### src/rtl/ex_control.sv
// Multi-cycle FETCH/DECODE/EXEC/WB sequencer owning the PC and CPSR flags.
// Optional macro EX_CTRL_BL_EN makes branch-group ALU_OC 010 a branch-and-link.
module ex_control #(
   parameter logic [31:0] RESET_PC = 32'h0000_0000
) (
   input  logic        clk,
   input  logic        rst,
   output logic        imem_req,
   output logic [31:0] imem_addr,
   input  logic        imem_ack,
   input  logic [31:0] imem_rdata,
   output logic [31:0] ir,
   input  logic [1:0]  First_LD,
   input  logic        Special_encoding,
   input  logic [3:0]  Second_LD,
   input  logic [2:0]  ALU_OC,
   input  logic [3:0]  B_cond,
   input  logic [2:0]  dest_reg,
   input  logic [15:0] offset,
   input  logic [32:0] alu_result,
   input  logic [3:0]  alu_flags,
   output logic [31:0] pc,
   output logic [3:0]  flags,
   output logic        wb_en,
   output logic [2:0]  wb_reg,
   output logic [31:0] wb_data,
   output logic        halted
);

   typedef enum logic [2:0] {S_FETCH, S_DECODE, S_EXEC, S_WB, S_HALT} state_t;

   state_t             state, state_nxt;
   logic [31:0]        pc_next_q;
   logic [31:0]        pc_nxt;
   logic [31:0]        target;
   logic signed [31:0] off_ext;
   logic               wb_vld;
   logic               take;
   logic               do_halt;
   logic [2:0]         wb_idx;
   logic [31:0]        wb_val;
   logic               unused_bits;

   // flags layout is {N,C,Z,V}
   function automatic logic cond_holds(input logic [3:0] c, input logic [3:0] f);
      logic n, cy, z, v;
      n  = f[3];
      cy = f[2];
      z  = f[1];
      v  = f[0];
      case (c)
         4'h0:    cond_holds = z;
         4'h1:    cond_holds = !z;
         4'h2:    cond_holds = cy;
         4'h3:    cond_holds = !cy;
         4'h4:    cond_holds = n;
         4'h5:    cond_holds = !n;
         4'h6:    cond_holds = v;
         4'h7:    cond_holds = !v;
         4'h8:    cond_holds = cy && !z;
         4'h9:    cond_holds = !(cy && !z);
         4'hA:    cond_holds = (n == v);
         4'hB:    cond_holds = (n != v);
         4'hC:    cond_holds = !z && (n == v);
         4'hD:    cond_holds = !(!z && (n == v));
         4'hE:    cond_holds = 1'b1;
         default: cond_holds = 1'b0;
      endcase
   endfunction

   assign unused_bits = ^{alu_result[32], Second_LD[2:0]};
   assign off_ext     = {{16{offset[15]}}, offset};
   assign target      = pc + off_ext;
   assign imem_req    = (state == S_FETCH);
   assign imem_addr   = pc;
   assign halted      = (state == S_HALT);

   always_comb begin
      wb_vld  = 1'b0;
      take    = 1'b0;
      do_halt = 1'b0;
      wb_idx  = dest_reg;
      wb_val  = alu_result[31:0];
      if (Special_encoding || First_LD == 2'b00) begin
         wb_vld = 1'b1;
      end else begin
         case (ALU_OC)
            3'b000: take = 1'b1;
            3'b001: take = cond_holds(B_cond, flags);
            3'b111: do_halt = 1'b1;
`ifdef EX_CTRL_BL_EN
            3'b010: begin
               take   = 1'b1;
               wb_vld = 1'b1;
               wb_idx = 3'd7;
               wb_val = pc + 32'd1;
            end
`endif
            default: ;
         endcase
      end
      pc_nxt = take ? target : pc + 32'd1;
   end

   always_comb begin
      state_nxt = state;
      case (state)
         S_FETCH:  if (imem_ack) state_nxt = S_DECODE;
         S_DECODE: state_nxt = S_EXEC;
         S_EXEC:   state_nxt = do_halt ? S_HALT : S_WB;
         S_WB:     state_nxt = S_FETCH;
         S_HALT:   state_nxt = S_HALT;
         default:  state_nxt = S_FETCH;
      endcase
   end

   always_ff @(posedge clk or posedge rst) begin
      if (rst) begin
         state     <= S_FETCH;
         pc        <= RESET_PC;
         pc_next_q <= RESET_PC;
         ir        <= 32'd0;
         flags     <= 4'b0000;
         wb_en     <= 1'b0;
         wb_reg    <= 3'd0;
         wb_data   <= 32'd0;
      end else begin
         state <= state_nxt;
         case (state)
            S_FETCH: if (imem_ack) ir <= imem_rdata;
            S_EXEC: begin
               if (!do_halt) begin
                  wb_en     <= wb_vld;
                  pc_next_q <= pc_nxt;
               end
               if (wb_vld) begin
                  wb_reg  <= wb_idx;
                  wb_data <= wb_val;
               end
               if (Special_encoding && Second_LD[3]) flags <= alu_flags;
            end
            // pc only moves on the WB->FETCH edge
            S_WB: begin
               wb_en <= 1'b0;
               pc    <= pc_next_q;
            end
            default: ;
         endcase
      end
   end

endmodule
### config.mk
export PLATFORM = sky130hd
export DESIGN_NAME = ex_control
export DESIGN_NICKNAME = d
export VERILOG_FILES = /design/src/rtl/ex_control.sv
export SDC_FILE = /design/constraint.sdc
export NUM_CORES = 1
export LEC_CHECK = 0
export ABC_AREA = 0
export CAP_MARGIN = 30
export CORE_UTILIZATION = 29
export CTS_CLUSTER_DIAMETER = 150
export DETAILED_ROUTE_END_ITERATION = 10
export GPL_ROUTABILITY_DRIVEN = 0
export PLACE_DENSITY = 0.62
export SYNTH_ARGS = -nofsm -noshare
export SYNTH_HDL_FRONTEND = slang
export SYNTH_SLANG_ARGS = --single-unit
### constraint.sdc
create_clock -name clk -period 5 [get_ports clk]
set_input_delay 1 -clock clk [delete_from_list [all_inputs] [get_ports clk]]
set_output_delay 1 -clock clk [all_outputs]
set_load 0.005 [all_outputs]
==> flow_summary.rst, run 1 <==
.. list-table::
   :header-rows: 1

   * - Metric
     - Value
   * - Wire length of the first global-routing pass
     - 30,900 µm
   * - Largest net degree at the start of global routing
     - 96
   * - Highest ir drop seen on vdd
     - 0.241 mV
   * - Final Hold Violating Endpoints
     - 0
   * - Wire per inst
     - 15.3 µm
   * - CTS tree
     - done
   * - Post-synthesis register bit count
     - 139
   * - Worst R2R End
     - pc_next_q[28]
   * - Hold Path Sink
     - pc_next_q[22]
   * - Class of the worst hold path
     - reg -> reg
   * - Dpl cell area
     - 10,100 µm²
   * - Actual transition at the worst max-transition pin
     - 0.905 ns
   * - CTS hold repair buffers
     - 0
   * - Length of the first detailed-routing pass in iterations
     - 5
   * - Data required time at the worst endpoint
     - 5.30 ns
   * - Starting Density
     - 29.7%
   * - Port-buffer cells
     - 238
   * - Detailed route wirelength on metal2
     - 9530 µm
   * - Top routing layer in use
     - met4
   * - Crit path max fanout
     - 4
   * - Critical setup path kind
     - in -> reg
   * - Worst slew margin relative to its limit
     - 39.7%
   * - Post-route cell area
     - 10,700 µm²
   * - Mapped Avg Cell Area
     - 11.1 µm²
   * - Post-synthesis cell type count
     - 49
   * - Leakage dissipation
     - 4.75 nW
   * - Largest stage delay on the critical path
     - 0.53 ns
   * - Crit path capture type
     - register
   * - Total clock buffers created by CTS
     - 17
   * - Number of H-tree branching levels
     - 4
   * - DRC
     - 0
   * - Total wirelength of the detailed-routed design
     - 19,100 µm
   * - Slowest stage cell on the critical path
     - sky130_fd_sc_hd__clkdlybuf4s50_1
   * - Worst hold path cell count
     - 1
   * - Antenna violations before repair
     - 1
   * - RSZ-0062 raised after global routing
     - false
   * - Area of the placeable core
     - 24,500 µm²
   * - Arrival time of the worst setup path
     - 5.02 ns
   * - Period utilization
     - 94.5%
   * - Via count
     - 5,785
   * - Startpoint of the lowest-slack register-to-register path
     - flags[3]
   * - Outcome
     - complete, no violations
   * - Critical path launch point type
     - input port
   * - Gate count of the mapped netlist
     - 654
   * - Launch instance of the worst min-delay path
     - pc_next_q[22]
   * - FMAX
     - 212 MHz
   * - Post-route setup TNS
     - 0 ns
   * - Fraction of the core area covered by cells at the end of the flow
     - 43.9%
   * - Number of violations reported at the end of detailed-routing iteration 0
     - 200
   * - Die footprint
     - 25,700 µm²
   * - Vias in the first global route
     - 5,778
   * - Power density relative to cell area
     - 556 nW/µm²
   * - Latest clock arrival within the worst-skew pair
     - 0.42 ns
   * - Congestion Overflow GR
     - 0
   * - Total nets after synthesis
     - 791
   * - Maximum buffer depth of the clock tree
     - 2
   * - Vert. Die Dim
     - 160 µm
   * - Reg-to-reg slack, setup
     - 0.61 ns
   * - Critical-path cell list
     - clkdlybuf4s50_1 -> mux2i_1 -> a21oi_1 -> o21a_1 -> o211ai_1 -> buf_4 -> nand3b_1 -> ha_1 -> fa_1 -> a21o_1 -> a221oi_2 -> o21ai_2 -> a21oi_2 -> a311oi_2 -> o31a_1 -> a2111oi_2 -> or4_1 -> nand3_1
   * - Clock-pin transition on the worst setup and hold timing paths
     - 0.06 ns
   * - Global-route total usage across every layer
     - 15.4%
   * - Number of enable-type register cells in the synthesized netlist
     - 0
   * - Root buffer cell
     - sky130_fd_sc_hd__clkbuf_16
   * - Clock Sink Count
     - 139
   * - Number of cells traversed by the worst register-to-register path
     - 18
   * - Share of cells above drive strength 1
     - 21.4%
   * - Die extent in x
     - 160 µm
   * - Pins over their slew limit
     - 0
   * - Standard-cell rows
     - 57
   * - Remaining antenna violation count
     - 0
   * - NumNets Final
     - 1,043
   * - Portion of the post-synthesis area used by sequential elements
     - 47.9%
   * - Top FF cell, synth
     - sky130_fd_sc_hd__dfrtp_1
   * - Synth-to-Final Area Change
     - 47.9%
   * - Post-Syn Area
     - 7260 µm²
   * - Final setup violating endpoints
     - 0
   * - Drt via density
     - 4.65
   * - Io pins
     - 243
   * - Number of warning messages in the yosys log
     - 0
   * - M1 WL
     - 8320 µm
   * - Max-cap violations
     - 0
   * - Routed length on met3
     - 898 µm
   * - Worst clock skew
     - 0.00899 ns
   * - Fraction of registers with async set/reset
     - 100%
   * - Detailed placer's ending HPWL
     - 14,300 µm
   * - Clock period minus final worst setup slack
     - 4.72 ns
[worst max-delay path by stage]
stage                          from            end  slack (ns)  depth (start not counted)
final                     B_cond[2]  pc_next_q[28]        0.28                         18
after global routing      B_cond[2]  pc_next_q[28]        0.06                         18
after CTS                 B_cond[0]  pc_next_q[30]        0.11                         19
after detailed placement  B_cond[3]  pc_next_q[30]       -0.31                         19
after global placement    B_cond[0]  pc_next_q[30]       -0.26                         19
after floorplan                 rst       flags[0]        0.28                          1
[metal layers]
| layer | track usage (%) | vias to the layer above |
|---|---|---|
| li1 | - | 2829 |
| met5 | 0 | - |
| met3 | 4.03 | 14 |
| met2 | 26.1 | 138 |
| met1 | 19.3 | 2804 |
| met4 | 4.55 | 0 |
[cell usage after synthesis (3+ instances only)]
master | number | share of area (%)
sky130_fd_sc_hd__o21bai_1 | 7 | 0.72
sky130_fd_sc_hd__nor3_1 | 13 | 0.90
sky130_fd_sc_hd__inv_1 | 12 | 0.62
sky130_fd_sc_hd__nand3_1 | 12 | 0.83
sky130_fd_sc_hd__nor2b_1 | 4 | 0.34
sky130_fd_sc_hd__buf_4 | 32 | 3.3
sky130_fd_sc_hd__dfrtp_1 | 139 | 48
sky130_fd_sc_hd__a21o_1 | 12 | 1.2
sky130_fd_sc_hd__o31a_1 | 3 | 0.36
sky130_fd_sc_hd__a21oi_1 | 38 | 2.6
sky130_fd_sc_hd__nor3b_1 | 5 | 0.52
sky130_fd_sc_hd__buf_1 | 6 | 0.31
sky130_fd_sc_hd__nand2_1 | 55 | 2.8
sky130_fd_sc_hd__a2111oi_0 | 3 | 0.36
sky130_fd_sc_hd__nand2b_1 | 8 | 0.69
sky130_fd_sc_hd__o211ai_1 | 6 | 0.62
sky130_fd_sc_hd__mux2_2 | 103 | 16
sky130_fd_sc_hd__o31ai_1 | 5 | 0.52
sky130_fd_sc_hd__nand3b_1 | 3 | 0.31
sky130_fd_sc_hd__clkbuf_1 | 16 | 0.83
sky130_fd_sc_hd__ha_1 | 31 | 5.3
sky130_fd_sc_hd__o21ai_0 | 32 | 2.2
sky130_fd_sc_hd__o21a_1 | 9 | 0.93
sky130_fd_sc_hd__xnor2_1 | 9 | 1.1
sky130_fd_sc_hd__mux2i_1 | 3 | 0.41
sky130_fd_sc_hd__a211oi_1 | 4 | 0.41
sky130_fd_sc_hd__and3_1 | 23 | 2.0
sky130_fd_sc_hd__xor2_1 | 12 | 1.4
sky130_fd_sc_hd__nor2_1 | 23 | 1.2
[report_power, final]
group	internal, mW	switching, mW	leakage (nW)
Combinational	1.69	0.990	2.72
Sequential	1.64	0.364	1.74
Clock	0.677	0.597	0.288
[placed cells by master, fill, tap and decap left out, types with 11 or more instances in the layout]
master,instances
sky130_fd_sc_hd__a21oi_1,37
sky130_fd_sc_hd__o21ai_0,32
sky130_fd_sc_hd__xor2_1,12
sky130_fd_sc_hd__nor3_1,12
sky130_fd_sc_hd__mux2_2,103
sky130_fd_sc_hd__nand3_1,12
sky130_fd_sc_hd__and3_1,23
sky130_fd_sc_hd__inv_1,11
sky130_fd_sc_hd__nand2_1,55
sky130_fd_sc_hd__dfrtp_1,139
sky130_fd_sc_hd__a21o_1,12
sky130_fd_sc_hd__ha_1,31
sky130_fd_sc_hd__clkdlybuf4s50_1,236
sky130_fd_sc_hd__nor2_1,23
sky130_fd_sc_hd__clkbuf_16,17
sky130_fd_sc_hd__buf_4,50
[stage by stage]
step           power, mW  std cells  setup WS (ns)  hold slack, ns
2_1_floorplan       3.32        654          0.275           0.435
3_3_place_gp        4.69       1210         -0.264           0.451
3_5_place_dp        4.76       1210         -0.313           0.458
4_1_cts             6.06       1242          0.114           0.476
5_1_grt             6.38       1244         0.0572           0.495
6_report            5.96       1244          0.275           0.469
[worst max-delay path: cells and delay by family]
family,cells,cell delay [ns]
compound gates,10,2.16
buf+inv,2,0.71
fa+ha+maj,2,0.65
simple gates,3,0.32
mux,1,0.20
[logic make-up after synthesis]
| logic type | count (synthesis) | share of synthesized area, % |
|---|---|---|
| and+or+nand+nor | 154 | 10.4 |
| xor gates and xnor gates | 21 | 2.53 |
| buffers and inverters | 68 | 5.21 |
| AOI/OAI and AO/OA | 134 | 11.9 |
| DFF | 139 | 47.9 |
| adders and majority gates | 32 | 5.62 |
| muxes | 106 | 16.4 |
[cell type report]
cell class | count | area, µm²
sequential | 139 | 3480
timing repair buffer | 289 | 2780
antenna | 1 | 2.50
clock inverter | 15 | 171
clock buffer | 17 | 425
fill | 2294 | 13700
tap | 324 | 405
multi-input combinational | 447 | 3420
inverter | 12 | 50.0
[what timing repair did]
item,in CTS,in global routing
buffers inserted,0,1
resized for setup,0,6
endpoints found under the setup margin,0,6
(Power assumes the default switching activity.)
==> inputs of run 2 (changes only) <==
--- a/config.mk
+++ b/config.mk
@@ -10,8 +10,9 @@
 export CORE_UTILIZATION = 29
 export CTS_CLUSTER_DIAMETER = 150
 export DETAILED_ROUTE_END_ITERATION = 10
+export DONT_BUFFER_PORTS = 1
 export GPL_ROUTABILITY_DRIVEN = 0
-export PLACE_DENSITY = 0.62
+export PLACE_DENSITY = 0.49
 export SYNTH_ARGS = -nofsm -noshare
 export SYNTH_HDL_FRONTEND = slang
 export SYNTH_SLANG_ARGS = --single-unit
==> flow_summary.rst, run 2 (synthesis gave the netlist of run 1 again) <==
.. list-table::
   :header-rows: 1

   * - Metric
     - Value
   * - Vert. Die Dim
     - 160 µm
   * - Sw Share
     - 36.0%
   * - Area of the placeable core
     - 24,500 µm²
   * - Maximum buffer depth of the clock tree
     - 2
   * - Clock period minus final worst setup slack
     - 4.56 ns
   * - Worst clock skew
     - 0.00925 ns
   * - Final setup violating endpoints
     - 0
   * - Drt via density
     - 4.97
   * - Io pins
     - 243
   * - Outcome
     - complete, no violations
   * - Layout filler cell count
     - 2,411
   * - Wire per inst
     - 18.1 µm
   * - Congestion Overflow GR
     - 0
   * - Critical path launch point type
     - register
   * - Remaining antenna violation count
     - 0
   * - Internal cell power
     - 3.11 mW
   * - FMAX
     - 219 MHz
   * - Commonest non-fill, non-tap cells in the layout
     - sky130_fd_sc_hd__dfrtp_1 (139), sky130_fd_sc_hd__mux2_2 (103), sky130_fd_sc_hd__nand2_1 (55), sky130_fd_sc_hd__a21oi_1 (38), sky130_fd_sc_hd__o21ai_0 (32)
   * - Total wirelength of the detailed-routed design
     - 17,400 µm
   * - Synth-to-Final Area Change
     - 10.5%
   * - Post-layout power
     - 4.86 mW
   * - Met3 capacity usage during global routing
     - 5.87%
   * - CTS tree
     - done
   * - Class of the worst hold path
     - reg -> reg
   * - Power density relative to cell area
     - 607 nW/µm²
   * - Standard-cell rows
     - 57
   * - Wire length of the first global-routing pass
     - 28,300 µm
   * - Number of cells traversed by the worst register-to-register path
     - 18
   * - Die footprint
     - 25,700 µm²
   * - Most common library cell in the layout ignoring fill and taps
     - sky130_fd_sc_hd__dfrtp_1
   * - Antenna violations before repair
     - 0
   * - NumNets Final
     - 765
   * - Met1 GRT Util
     - 16.6%
   * - Worst slew margin relative to its limit
     - 38.8%
   * - Final Hold Violating Endpoints
     - 0
   * - Number of violations reported at the end of detailed-routing iteration 0
     - 175
   * - Port-buffer cells
     - 0
   * - Latest clock arrival within the worst-skew pair
     - 0.41 ns
   * - Global-route total usage across every layer
     - 14.1%
   * - Met2 Resource Use GR
     - 23.4%
   * - Period utilization
     - 91.2%
   * - Clock network fraction of total power
     - 26.8%
   * - Crit path capture type
     - register
   * - Critical setup path kind
     - reg -> reg
   * - Max-cap violations
     - 0
   * - Switch Pwr
     - 1.75 mW
   * - Arrival time of the worst setup path
     - 4.91 ns
   * - Detailed placer's ending HPWL
     - 12,600 µm
   * - Vias in the first global route
     - 5,253
   * - Diodes inserted
     - 0
   * - Pins over their slew limit
     - 0
   * - Clock-pin transition on the worst setup and hold timing paths
     - 0.07 ns
   * - Most used routing layer
     - met2
   * - Root buffer cell
     - sky130_fd_sc_hd__clkbuf_16
   * - RSZ-0062 raised after global routing
     - false
   * - CTS hold repair buffers
     - 0
   * - Reg power frac
     - 44.6%
   * - Post-cts gate resize count
     - 0
   * - Die extent in x
     - 160 µm
   * - Data required time at the worst endpoint
     - 5.35 ns
   * - Reg-to-reg slack, setup
     - 0.44 ns
   * - Highest ir drop seen on vdd
     - 0.255 mV
   * - Number of buffers inserted to repair setup after CTS
     - 0
   * - DRC
     - 0
   * - Total clock buffers created by CTS
     - 17
   * - Length of the first detailed-routing pass in iterations
     - 4
   * - Crit path max fanout
     - 15
   * - Worst hold path cell count
     - 1
   * - Actual transition at the worst max-transition pin
     - 0.918 ns
   * - Largest net degree at the start of global routing
     - 80
   * - Share of cells above drive strength 1
     - 24.0%
   * - Combinational Power Share
     - 28.5%
   * - Leakage dissipation
     - 3.60 nW
   * - Number of H-tree branching levels
     - 4
   * - Clock Sink Count
     - 139
   * - Via count
     - 4,798
   * - Starting Density
     - 29.7%
   * - Post-route setup TNS
     - 0 ns
## run 2: power groups by stage
stage          Sequential [mW]  Clock (mW)  Combinational [mW]
2_1_floorplan             1.98           0                1.35
4_1_cts                   2.18        1.35                1.41
6_report                  2.17        1.30                1.39
3_3_place_gp              2.19           0                1.35
5_1_grt                   2.26        1.40                1.57
3_5_place_dp              2.19           0                1.41
## run 2: through the flow
stage	std cells	instance area (µm²)	utilization, %	hold slack (ns)	setup slack, ns
global route	965	8020	32.8	0.504	0.185
CTS	965	8020	32.8	0.472	0.444
detailed placement	933	7420	30.3	0.456	0.139
global placement	933	7420	30.3	0.453	0.144
finish	965	8020	32.8	0.471	0.438
floorplan	654	7260	-	0.435	0.275
## run 2: area by class of cell
type                       count  area [µm²]  share of cell area [%]
clock buffer                  18         439                    5.48
clock inverter                14         158                    1.97
inverter                      12        50.0                   0.624
multi-input combinational    447        3410                    42.5
sequential                   139        3480                    43.4
tap                          324         405                    5.06
timing repair buffer          11        82.6                    1.03
## run 2: critical path, stage by stage, from the launching register on
cell	delay [ns]
sky130_fd_sc_hd__dfrtp_1	0.48
sky130_fd_sc_hd__nor2b_1	0.18
sky130_fd_sc_hd__o21ai_0	0.16
sky130_fd_sc_hd__a21oi_1	0.08
sky130_fd_sc_hd__o31a_1	0.24
sky130_fd_sc_hd__o211ai_1	0.37
sky130_fd_sc_hd__buf_4	0.25
sky130_fd_sc_hd__and3_1	0.22
sky130_fd_sc_hd__buf_4	0.26
sky130_fd_sc_hd__ha_1	0.21
sky130_fd_sc_hd__and4_1	0.22
sky130_fd_sc_hd__nor3_1	0.05
sky130_fd_sc_hd__o21ai_0	0.11
sky130_fd_sc_hd__a21oi_1	0.11
sky130_fd_sc_hd__a311oi_1	0.47
sky130_fd_sc_hd__o31a_1	0.30
sky130_fd_sc_hd__a21oi_1	0.17
sky130_fd_sc_hd__a2111oi_0	0.44
sky130_fd_sc_hd__nand3b_1	0.17
## run 2: per-layer routing
layer  routed length, µm  share of wire [%]
met1                7460                 43
met2                8200                 47
met3                1540                8.8
met4                 223                1.3
met5                   0                  0
## run 2: final timing paths
| check | from | to |
|---|---|---|
| max | flags[3] | pc_next_q[30] |
| min | pc_next_q[22] | pc_next_q[22] |
| max reg2reg | flags[3] | pc_next_q[30] |
| min reg2reg | pc_next_q[22] | pc_next_q[22] |
| max in group asynchronous | rst | ir[1] |
| min in group asynchronous | rst | ir[15] |
==> inputs of run 3 (changes only) <==
--- a/config.mk
+++ b/config.mk
@@ -8,6 +8,7 @@
 export ABC_AREA = 0
 export CAP_MARGIN = 30
 export CORE_UTILIZATION = 29
+export CTS_BUF_LIST = sky130_fd_sc_hd__clkbuf_4
 export CTS_CLUSTER_DIAMETER = 150
 export DETAILED_ROUTE_END_ITERATION = 10
 export DONT_BUFFER_PORTS = 1
==> flow_summary.rst, run 3 (synthesis gave the netlist of run 1 again) <==
.. list-table::
   :header-rows: 1

   * - Metric
     - Value
   * - CTS hold repair buffers
     - 0
   * - Switch Pwr
     - 1.69 mW
   * - Combinational Power Share
     - 32.0%
   * - Congestion Overflow GR
     - 0
   * - Outcome
     - complete, no violations
   * - Arrival time of the worst setup path
     - 5.07 ns
   * - Register cell area after layout
     - 3480 µm²
   * - Number of H-tree branching levels
     - 4
   * - RSZ-0062 raised after global routing
     - false
   * - Standard-cell rows
     - 57
   * - Io pins
     - 243
   * - Leakage dissipation
     - 3.46 nW
   * - Sw Share
     - 38.9%
   * - Critical path launch point type
     - register
   * - Final Hold Violating Endpoints
     - 0
   * - Most common library cell in the layout ignoring fill and taps
     - sky130_fd_sc_hd__dfrtp_1
   * - Global-route total usage across every layer
     - 14.1%
   * - Root buffer cell
     - sky130_fd_sc_hd__clkbuf_4
   * - Synth-to-Final Area Change
     - 6.29%
   * - Clock-pin transition on the worst setup and hold timing paths
     - 0.15 ns
   * - Share of cells above drive strength 1
     - 23.9%
   * - Via count
     - 4,817
   * - Max-cap violations
     - 0
   * - Worst slew margin relative to its limit
     - 39.0%
   * - Post-cts gate resize count
     - 0
   * - Area of the placeable core
     - 24,500 µm²
   * - Vert. Die Dim
     - 160 µm
   * - Wire length of the first global-routing pass
     - 28,100 µm
   * - Starting Density
     - 29.7%
   * - Final setup violating endpoints
     - 0
   * - Worst clock skew
     - 0.0226 ns
   * - Crit path max fanout
     - 15
   * - Final hold slack
     - 0.429 ns
   * - Number of violations reported at the end of detailed-routing iteration 0
     - 191
   * - Antenna violations before repair
     - 1
   * - Actual transition at the worst max-transition pin
     - 0.914 ns
   * - Largest net degree at the start of global routing
     - 80
   * - Clock Sink Count
     - 139
   * - Power density relative to cell area
     - 563 nW/µm²
   * - NumNets Final
     - 765
   * - Vias in the first global route
     - 5,251
   * - Data required time at the worst endpoint
     - 5.50 ns
   * - Total clock buffers created by CTS
     - 17
   * - Pins over their slew limit
     - 0
   * - Wire per inst
     - 18.0 µm
   * - Reg power frac
     - 49.8%
   * - Length of the first detailed-routing pass in iterations
     - 4
   * - Drt via density
     - 4.99
   * - Class of the worst hold path
     - in -> async
   * - Post-route setup TNS
     - 0 ns
   * - Latest clock arrival within the worst-skew pair
     - 0.55 ns
   * - Layout filler cell count
     - 2,451
   * - Period utilization
     - 91.5%
   * - Highest ir drop seen on vdd
     - 0.254 mV
   * - DRC
     - 0
   * - Clock period minus final worst setup slack
     - 4.57 ns
   * - Total wirelength of the detailed-routed design
     - 17,400 µm
   * - Commonest non-fill, non-tap cells in the layout
     - sky130_fd_sc_hd__dfrtp_1 (139), sky130_fd_sc_hd__mux2_2 (103), sky130_fd_sc_hd__nand2_1 (55), sky130_fd_sc_hd__a21oi_1 (38), sky130_fd_sc_hd__o21ai_0 (32)
   * - Detailed placer's ending HPWL
     - 12,600 µm
   * - FMAX
     - 219 MHz
   * - Die extent in x
     - 160 µm
   * - Maximum buffer depth of the clock tree
     - 2
   * - Remaining antenna violation count
     - 0
   * - Port-buffer cells
     - 0
   * - Die footprint
     - 25,700 µm²
   * - Clock network fraction of total power
     - 18.2%
   * - Crit path capture type
     - register
   * - Number of buffers inserted to repair setup after CTS
     - 0
   * - Internal cell power
     - 2.65 mW
   * - Multi-input combinational cell area
     - 3410 µm²
   * - Critical setup path kind
     - reg -> reg
   * - CTS tree
     - done
-- run 3: cell count changes in the layout (fill, tap and decap cells not counted), sizes merged --
cell / delta
clkbuf: -1
clkinv: +1
diode: +1
-- run 3: routing by layer --
layer  vias to the layer above  global-route usage (%)  wire length [µm]
li1                       2264                       -                 -
met1                      2338                    16.5              7380
met2                       203                    23.3              8220
met3                        12                    5.77              1560
met4                         0                    4.50               227
met5                         -                       0                 0
-- run 3: worst max-delay path, stage by stage (launching register included) --
cell                        delay [ns]
sky130_fd_sc_hd__dfrtp_1          0.51
sky130_fd_sc_hd__nor2b_1          0.18
sky130_fd_sc_hd__o21ai_0          0.16
sky130_fd_sc_hd__a21oi_1          0.08
sky130_fd_sc_hd__o31a_1           0.24
sky130_fd_sc_hd__o211ai_1         0.38
sky130_fd_sc_hd__buf_4            0.25
sky130_fd_sc_hd__and3_1           0.22
sky130_fd_sc_hd__buf_4            0.26
sky130_fd_sc_hd__ha_1             0.21
sky130_fd_sc_hd__and4_1           0.22
sky130_fd_sc_hd__nor3_1           0.05
sky130_fd_sc_hd__o21ai_0          0.11
sky130_fd_sc_hd__a21oi_1          0.11
sky130_fd_sc_hd__a311oi_1         0.47
sky130_fd_sc_hd__o31a_1           0.30
sky130_fd_sc_hd__a21oi_1          0.17
sky130_fd_sc_hd__a2111oi_0        0.44
sky130_fd_sc_hd__nand3b_1         0.17
-- run 3: stage by stage --
step | util (%) | worst slack, ns | cells | cell area [µm²] | power (mW)
after global placement | 30.3 | 0.144 | 933 | 7420 | 3.54
final | 31.5 | 0.426 | 966 | 7710 | 4.34
after global routing | 31.5 | 0.185 | 966 | 7710 | 4.70
after floorplan | - | 0.275 | 654 | 7260 | 3.32
after CTS | 31.5 | 0.455 | 965 | 7710 | 4.42
after detailed placement | 30.3 | 0.139 | 933 | 7420 | 3.60
-- run 3: path summary, 6_finish.rpt --
kind | from | slack, ns | end | cells after the start
worst max-delay path | flags[3] | 0.43 | pc_next_q[30] | 18
worst min-delay path | rst | 0.43 | ir[15] | 1
worst max register to register | flags[3] | 0.43 | pc_next_q[30] | 18
worst min register to register | pc_next_q[22] | 0.49 | pc_next_q[22] | 1
max in group asynchronous | rst | 3.34 | ir[1] | 2
min in group clk | pc_next_q[22] | 0.49 | pc_next_q[22] | 1
-- run 3: power by group through the flow --
stage	sequential (mW)	clock (mW)	combinational, mW
2_1_floorplan	1.98	0	1.35
3_3_place_gp	2.19	0	1.35
3_5_place_dp	2.19	0	1.41
4_1_cts	2.18	0.830	1.41
5_1_grt	2.25	0.881	1.57
6_report	2.16	0.789	1.39
-- run 3: cell type report --
type                       count  share of cell area [%]
inverter                      12                   0.649
tap                          324                    5.26
clock buffer                  17                    1.65
timing repair buffer          11                    1.07
multi-input combinational    447                    44.2
clock inverter                15                    2.09
antenna                        1                  0.0324
sequential                   139                    45.1
